File: config.mk
export PLATFORM = sky130hd
export DESIGN_NAME = ex_mem_stage
export DESIGN_NICKNAME = d
export VERILOG_FILES = /design/src/rtl/ex_mem_stage.sv
export SDC_FILE = /design/constraint.sdc
export NUM_CORES = 1
export LEC_CHECK = 0
export CORE_UTILIZATION = 46
export CTS_BUF_LIST = sky130_fd_sc_hd__clkbuf_8
export CTS_CLUSTER_DIAMETER = 80
export DETAILED_ROUTE_END_ITERATION = 16
export PLACE_DENSITY = 0.79
export REMOVE_ABC_BUFFERS = 1
export SLEW_MARGIN = 20
export SYNTH_ARGS = -nofsm -noshare
export SYNTH_HDL_FRONTEND = slang
export SYNTH_SLANG_ARGS = --single-unit
File: constraint.sdc
create_clock -name clk -period 2.7 [get_ports clk]
set_input_delay 0.54 -clock clk [delete_from_list [all_inputs] [get_ports clk]]
set_output_delay 0.54 -clock clk [all_outputs]
set_load 0.02 [all_outputs]
File: src/rtl/ex_mem_stage.sv
// ex_mem_stage: EX->MEM register with branch/jump resolution, PC redirect and 2-entry skid buffer.
// Optional EXMEM_FWD_EN adds forwarding/load-use outputs from the main register.
module ex_mem_stage #(
  parameter int XLEN = 32,
  parameter int RA_W = 5
) (
  input  logic            clk,
  input  logic            rst,
  input  logic            flush,
  input  logic            in_valid,
  output logic            in_ready,
  input  logic [XLEN-1:0] alu_result,
  input  logic            alu_zero,
  input  logic [XLEN-1:0] pc,
  input  logic [XLEN-1:0] imm,
  input  logic [XLEN-1:0] rs2_data,
  input  logic [RA_W-1:0] rd,
  input  logic            ctl_reg_write,
  input  logic            ctl_mem_read,
  input  logic            ctl_mem_write,
  input  logic            ctl_mem_to_reg,
  input  logic [2:0]      funct3,
  input  logic            is_branch,
  input  logic            is_jal,
  input  logic            is_jalr,
  output logic            out_valid,
  input  logic            out_ready,
  output logic [XLEN-1:0] out_result,
  output logic [XLEN-1:0] out_store_data,
  output logic [RA_W-1:0] out_rd,
  output logic            out_reg_write,
  output logic            out_mem_read,
  output logic            out_mem_write,
  output logic            out_mem_to_reg,
  output logic [2:0]      out_funct3,
`ifdef EXMEM_FWD_EN
  output logic            fwd_valid,
  output logic [RA_W-1:0] fwd_rd,
  output logic [XLEN-1:0] fwd_data,
  output logic            load_use,
`endif
  output logic            redirect_valid,
  output logic [XLEN-1:0] redirect_pc
);
  typedef struct packed {
    logic [XLEN-1:0] result;
    logic [XLEN-1:0] store_data;
    logic [RA_W-1:0] rd;
    logic            reg_write;
    logic            mem_read;
    logic            mem_write;
    logic            mem_to_reg;
    logic [2:0]      funct3;
  } ent_t;
  ent_t main_q, skid_q, in_e;
  logic main_v, skid_v, accept, hs, taken;
  logic [XLEN-1:0] target;
  assign accept = in_valid & in_ready & ~flush;
  assign hs     = main_v & out_ready;
  assign taken  = (is_branch & alu_zero) | is_jal | is_jalr;
  assign target = is_jalr ? (alu_result & ~XLEN'(1)) : pc + imm;
  assign in_e   = '{
    result:     (is_jal | is_jalr) ? pc + XLEN'(4) : alu_result,
    store_data: rs2_data,
    rd:         rd,
    reg_write:  ctl_reg_write,
    mem_read:   ctl_mem_read,
    mem_write:  ctl_mem_write,
    mem_to_reg: ctl_mem_to_reg,
    funct3:     funct3
  };
  always_ff @(posedge clk) begin
    if (rst) begin
      main_v         <= 1'b0;
      skid_v         <= 1'b0;
      main_q         <= '0;
      skid_q         <= '0;
      redirect_valid <= 1'b0;
      redirect_pc    <= '0;
    end else if (flush) begin
      main_v         <= 1'b0;
      skid_v         <= 1'b0;
      redirect_valid <= 1'b0;
    end else begin
      redirect_valid <= accept & taken;
      if (accept & taken) redirect_pc <= target;
      if (!main_v || hs) begin
        // the skid entry is older than anything on the input, so it drains first
        main_v <= skid_v | accept;
        skid_v <= 1'b0;
        if (skid_v) main_q <= skid_q;
        else if (accept) main_q <= in_e;
      end else if (accept) begin
        skid_v <= 1'b1;
        skid_q <= in_e;
      end
    end
  end
  assign in_ready       = ~skid_v;
  assign out_valid      = main_v;
  assign out_result     = main_q.result;
  assign out_store_data = main_q.store_data;
  assign out_rd         = main_q.rd;
  assign out_reg_write  = main_q.reg_write;
  assign out_mem_read   = main_q.mem_read;
  assign out_mem_write  = main_q.mem_write;
  assign out_mem_to_reg = main_q.mem_to_reg;
  assign out_funct3     = main_q.funct3;
`ifdef EXMEM_FWD_EN
  assign fwd_valid = main_v & main_q.reg_write & ~main_q.mem_to_reg & (main_q.rd != '0);
  assign fwd_rd    = main_q.rd;
  assign fwd_data  = main_q.result;
  assign load_use  = main_v & main_q.mem_to_reg & (main_q.rd != '0);
`endif
endmodule

==> impl_metrics.toml, run 1 <==
[clock_tree]
clockBufferDepth = 2
cts_buffers = 17
clk_pin_slew_worst_paths_ps = 110
clk_latency_ps = 460
clockRootBuffer = "clkbuf_8"
cts_setup_buffers = 0
clock_sinks = 187
htreeDepth = 4
cts_tree = "done"

[global_routing]
grt_pass1_wl_um = 50400
grt_max_degree = 80
grt_util_all_layers_pct = 28.7
antenna_found_initial = 3
overflow = 0
grt_pass1_vias = 9709

[sta]
relSlewSlack_pct = 44.3
setup_viol = 0
fmax_mhz = 377
fin_skew_ps = 12.4
final_max_slew_viol_count = 0
fin_ws_ps = 47.1
worstMarginPinSlew_ps = 836
fin_crit_ps = 2650
fin_crit_sh_pct = 98.3
hold_viol = 0

[critical_path]
cp_data_arrival_time_ps = 3000
crit_required_ps = 3050
path_class = "input port to flip-flop"
cp_max_fo = 3
start_kind = "input port"
end_kind = "flip-flop"

[die]
pin_count = 260
die_x_um = 149
initial_core_util_pct = 47.2
dieArea_um2 = 22300
die_y_um = 149
core_um2 = 21200
fp-row-count = 53

[layout]
drive_gt1_share_pct = 13.7
area_delta_synth_final_pct = 44.6
layoutNonFillerInstCount = 1897
top_register = "skid_q"
regArea_um2 = 3750
largest_register_ffs = 76
final_area_um2 = 14400
utilization_pct = 68.2
multi_input_area_um2 = 5960
nets = 1788
n_fill_cell = 1767

[yosys]
syn-cell-area_um2 = 9980
synthDistinctLibCells = 61
syn_avg_cell_area_um2 = 7.92
synth_top_family_by_area = "compound AO/OA/AOI/OAI gates"
synth-edff-count = 0
synthTopCellsByArea = "dfxtp_1, mux2i_1, nand2_1"
synth_top_area_share_pct = 37.5
muxShareOfSynthArea_pct = 7.83
synth_compound_area_share_pct = 22.8
async_flop_share_pct = 0
ys_ff_latch = 187
synth_ff_type = "dfxtp_1"
syn_inst = 1260
yosysTopAreaCell = "dfxtp_1"
yosysWarnings = 0
synth-xor-area-share_pct = 4.30
synth-seq-area-share_pct = 37.5
synth-simple-area-share_pct = 19.6
synthAdderAreaFrac_pct = 4.21

[place]
pre_cts_slack_ps = -660
placed_area_um2 = 13900
hpwl_um = 24300
numPortBuffers = 259
placed_cells = 1862
place.gp.congestion = 0.973

[drt]
drt_wl_total_um = 32300
wire_per_inst_um = 17.0
vias_per_cell = 5.50
num_vias = 10432
drtPass1Iterations = 7
drc = 0
drtIter0Drc = 649
ant_nets = 0

[job]
maxCapViolations = 0

[pwr]
p_leak_nw = 5.56
peakVddDrop_mv = 0.308
pwr_density_cell_nw_per_um2 = 467

[worst_hold_path]
min_path_type = "flip-flop to flip-flop"

[status]
status = "finished clean"
kinds of logic after synthesis:
family | count (synthesis)
and+or+nand+nor | 458
AOI/OAI and AO/OA | 356
DFF | 187
buffers and inverters | 99
muxes | 78
xor gates and xnor gates | 49
adders and majority gates | 33
what timing repair did:
action                     CTS  global route
cloned                       0             0
pin swaps                    3             7
hold buffers                 0             0
resized for setup            2            13
setup endpoints to repair    7            15
hold endpoints to repair     0             0
final timing paths:
path	from	slack, ps	endpoint	depth (start not counted)
min	skid_q[60]	460	skid_q[60]	2
max reg2reg	skid_v	890	redirect_pc[25]	8
min reg2reg	skid_q[60]	460	skid_q[60]	2
max	pc[18]	50	redirect_pc[31]	10
synthesized netlist by cell type (9+ instances only):
cell type	count
mux2i_1	78
clkbuf_1	78
xor2_1	25
nand4_1	11
o21ai_0	55
nand3_1	19
nand2_1	200
ha_1	32
dfxtp_1	187
nor3_1	11
nor2_1	169
and3_1	13
xnor2_1	24
a21oi_1	128
o211ai_1	11
a211oi_1	96
inv_1	9
a21o_1	20
worst max-delay path, cell delays in order:
cell             delay, ps
clkdlybuf4s50_1        430
ha_1                   320
a21oi_1                230
o21ai_0                210
a211o_1                290
a31oi_1                270
o21ai_4                130
a221oi_2               340
xnor2_1                150
o22ai_1                 90
through the flow:
stage / TNS (ps) / total power [W] / hold slack [ps]
CTS: -31.1 / 0.00675 / 460
finish: 0 / 0.00674 / 458
detailed placement: -15280 / 0.00481 / 446
global placement: -12420 / 0.00478 / 439
global route: -8.45 / 0.00705 / 475
floorplan: -787670 / 0.00383 / 430
power by group:
part,total [W],switching (W),internal [W],leakage [nW]
Combinational,0.00184,0.000921,0.000915,3.82
Sequential,0.00295,0.0000670,0.00288,1.53
Clock,0.00196,0.00123,0.000728,0.208
Total,0.00674,0.00221,0.00452,5.56
placed cells by master, fill, tap and decap left out, drive strengths merged, types with 8 or more instances in the layout:
master           n
clkdlybuf4s50  253
nand2          200
dfxtp          187
nor2           169
buf            159
a21oi          128
a211oi          96
mux2i           78
o21ai           56
ha              32
xor2            25
xnor2           24
a21o            20
nand3           19
clkbuf          17
inv             17
and3            14
nor3            12
nand4           11
o211ai          11
a31oi           10
nor4             8
area by class of cell:
class | instances | area share (%)
Clock inverter | 15 | 1.35
Antenna cell | 3 | 0.0520
Clock buffer | 17 | 1.62
Inverter | 10 | 0.260
Sequential cell | 187 | 26.0
Timing Repair Buffer | 416 | 27.0
Tap cell | 275 | 2.38
Multi-Input combinational cell | 974 | 41.3
metal layers:
| layer | GRT usage [%] | up-vias | routed length (um) |
|---|---|---|---|
| met5 | 0 | - | 0 |
| met4 | 13.9 | 0 | 1420 |
| met3 | 4.01 | 80 | 1840 |
| met2 | 44.7 | 384 | 14700 |
| met1 | 39.0 | 4789 | 14300 |
| li1 | - | 5179 | - |
(Power assumes the default switching activity.)
==> run 2, diff against run 1 <==
--- a/config.mk
+++ b/config.mk
@@ -5,11 +5,10 @@
 export SDC_FILE = /design/constraint.sdc
 export NUM_CORES = 1
 export LEC_CHECK = 0
-export CORE_UTILIZATION = 46
+export CORE_UTILIZATION = 30
 export CTS_BUF_LIST = sky130_fd_sc_hd__clkbuf_8
 export CTS_CLUSTER_DIAMETER = 80
 export DETAILED_ROUTE_END_ITERATION = 16
-export PLACE_DENSITY = 0.79
 export REMOVE_ABC_BUFFERS = 1
 export SLEW_MARGIN = 20
 export SYNTH_ARGS = -nofsm -noshare
==> impl_metrics.toml, run 2 (synthesis results as in run 1) <==
[layout]
nets = 1780
top_register = "skid_q"
final_area_um2 = 14600
mostFrequentLayoutCells = "clkdlybuf4s50_1, nand2_1, dfxtp_1"
largest_register_ffs = 76
area_delta_synth_final_pct = 45.9
layout_commonest_cell = "clkdlybuf4s50_1"
drive_gt1_share_pct = 13.2

[place]
numPortBuffers = 259
pre_cts_slack_ps = -687
hpwl_um = 26000
placed_area_um2 = 14100
place.gp.congestion = 0.867

[global_routing]
overflow = 0
antenna_found_initial = 7
grt_pass1_vias = 9572
grt_pass1_wl_um = 52600
grt_max_degree = 120
grt_util_all_layers_pct = 20.1

[sta]
fin_ws_ps = 58.2
fin_crit_sh_pct = 97.8
fin_crit_ps = 2640
relSlewSlack_pct = 58.6
fmax_mhz = 379
setup_viol = 0
worstMarginPinSlew_ps = 622
final_max_slew_viol_count = 0
hold_viol = 0
fin_skew_ps = 22.4

[clock_tree]
cts_buffers = 17
htreeDepth = 4
clk_pin_slew_worst_paths_ps = 110
cts_tree = "done"
cts_setup_buffers = 0
cts_hold_buf = 0
clock_sinks = 187
clockBufferDepth = 2
clockRootBuffer = "clkbuf_8"
clk_latency_ps = 470

[critical_path]
crit_path_max_incr_delay_ps = 480
r2r_cells = 7
path_cells = "clkdlybuf4s50_1 -> fa_2 -> a21o_1 -> a31oi_4 -> nor3_4 -> or2_4 -> a31oi_2 -> o31ai_1 -> mux2i_1 -> a311oi_1"
end_kind = "flip-flop"
path_class = "input port to flip-flop"
critPathTopFamily = "compound AO/OA/AOI/OAI gates"
cp.buffers_inverters = 1
crit_required_ps = 3080
start_kind = "input port"
slowest_stage = "clkdlybuf4s50_1"
r2r-start = "skid_v"
reg2reg_to = "redirect_pc[6]"
cp_data_arrival_time_ps = 3020
cp_max_fo = 3
rrSetupSlack_ps = 850

[pwr]
power_frac_comb_pct = 27.5
p_leak_nw = 5.50
peakVddDrop_mv = 0.305
intPower_w = 0.00462
switchingPower_w = 0.00203
power.total_w = 0.00665
switching_share_pct = 30.5
seqPwrFrac_pct = 44.3
pwr-share-clk_pct = 28.2
pwr_density_cell_nw_per_um2 = 457

[worst_hold_path]
min_path_type = "input port to flip-flop"
hold_depth = 2
hold-path-endpoint = "redirect_pc[6]"
hp-start = "rst"

[drt]
vias_per_cell = 4.94
drt_wl_total_um = 34500
drtIter0Drc = 683
num_vias = 10167
drc = 0
drtPass1Iterations = 6
ant_nets = 0
wire_per_inst_um = 16.7

[die]
fp-row-count = 66
core_um2 = 32600
die_y_um = 184
dieArea_um2 = 34000
initial_core_util_pct = 30.6
pin_count = 260
die_x_um = 184

[job]
maxCapViolations = 0

[status]
status = "finished clean"
run 2: cell types whose count changed in the layout (fill, tap and decap cells not counted), moves of 3 or more:
cell and change:
buf_4 -7, clkinv_8 -6, diode_2 +4, inv_1 +4, clkinv_2 +3, o21ai_0 -3
o21ai_1 +3
run 2: metrics by stage:
| stage | hold slack [ps] | setup TNS [ps] | util [%] | std cells |
|---|---|---|---|---|
| global route | 314 | -7.58 | 44.6 | 2059 |
| floorplan | 430 | -787670 | - | 1171 |
| finish | 352 | 0 | 44.6 | 2060 |
| detailed placement | 446 | -16320 | 43.1 | 2021 |
| CTS | 315 | 0 | 44.3 | 2053 |
| global placement | 440 | -15240 | 43.1 | 2021 |
run 2: layout make-up:
cell class              count  area, um^2
inverters                  10        37.5
well taps                 442         553
clock buffers              18         248
diodes                      7        17.5
repair buffers            408        3830
clock inverters            14         131
flip-flops and latches    187        3750
fillers                  3279       18100
multi-input cells         974        5990
run 2: timing repair:
item                                   CTS  global route
pin swaps                                4            13
endpoints found under the hold margin    0             0
gates resized for setup                  4            18
setup endpoints to repair                7            12
run 2: worst max-delay path by stage:
stage,from,to,slack [ps],cells after the start
floorplan,skid_v,out_result[0],-8160,4
global placement,pc[0],redirect_pc[22],-630,11
CTS,pc[0],redirect_pc[22],20,11
finish,pc[1],redirect_pc[30],60,10
global route,imm[8],redirect_pc[31],-8,10
detailed placement,pc[0],redirect_pc[30],-690,11
run 2: worst register-to-register path, cell delays in order (launching register included):
cell	delay (ps)
dfxtp_4	410
nor2_1	150
nand2_1	210
a21oi_4	220
buf_4	320
o311ai_0	260
o21ai_0	130
nor2_1	50
run 2: metal layers:
layer	routed length (um)	global-route usage (%)
met1	15200	25.3
met2	16700	33.8
met3	1350	2.77
met4	1270	9.50
met5	0	0
run 2: power by group through the flow:
stage | Clock [W] | Combinational, W | Sequential [W]
floorplan | 0 | 0.000693 | 0.00314
global placement | 0 | 0.00179 | 0.00301
detailed placement | 0 | 0.00179 | 0.00301
CTS | 0.00195 | 0.00181 | 0.00295
global route | 0.00206 | 0.00198 | 0.00296
finish | 0.00188 | 0.00183 | 0.00294
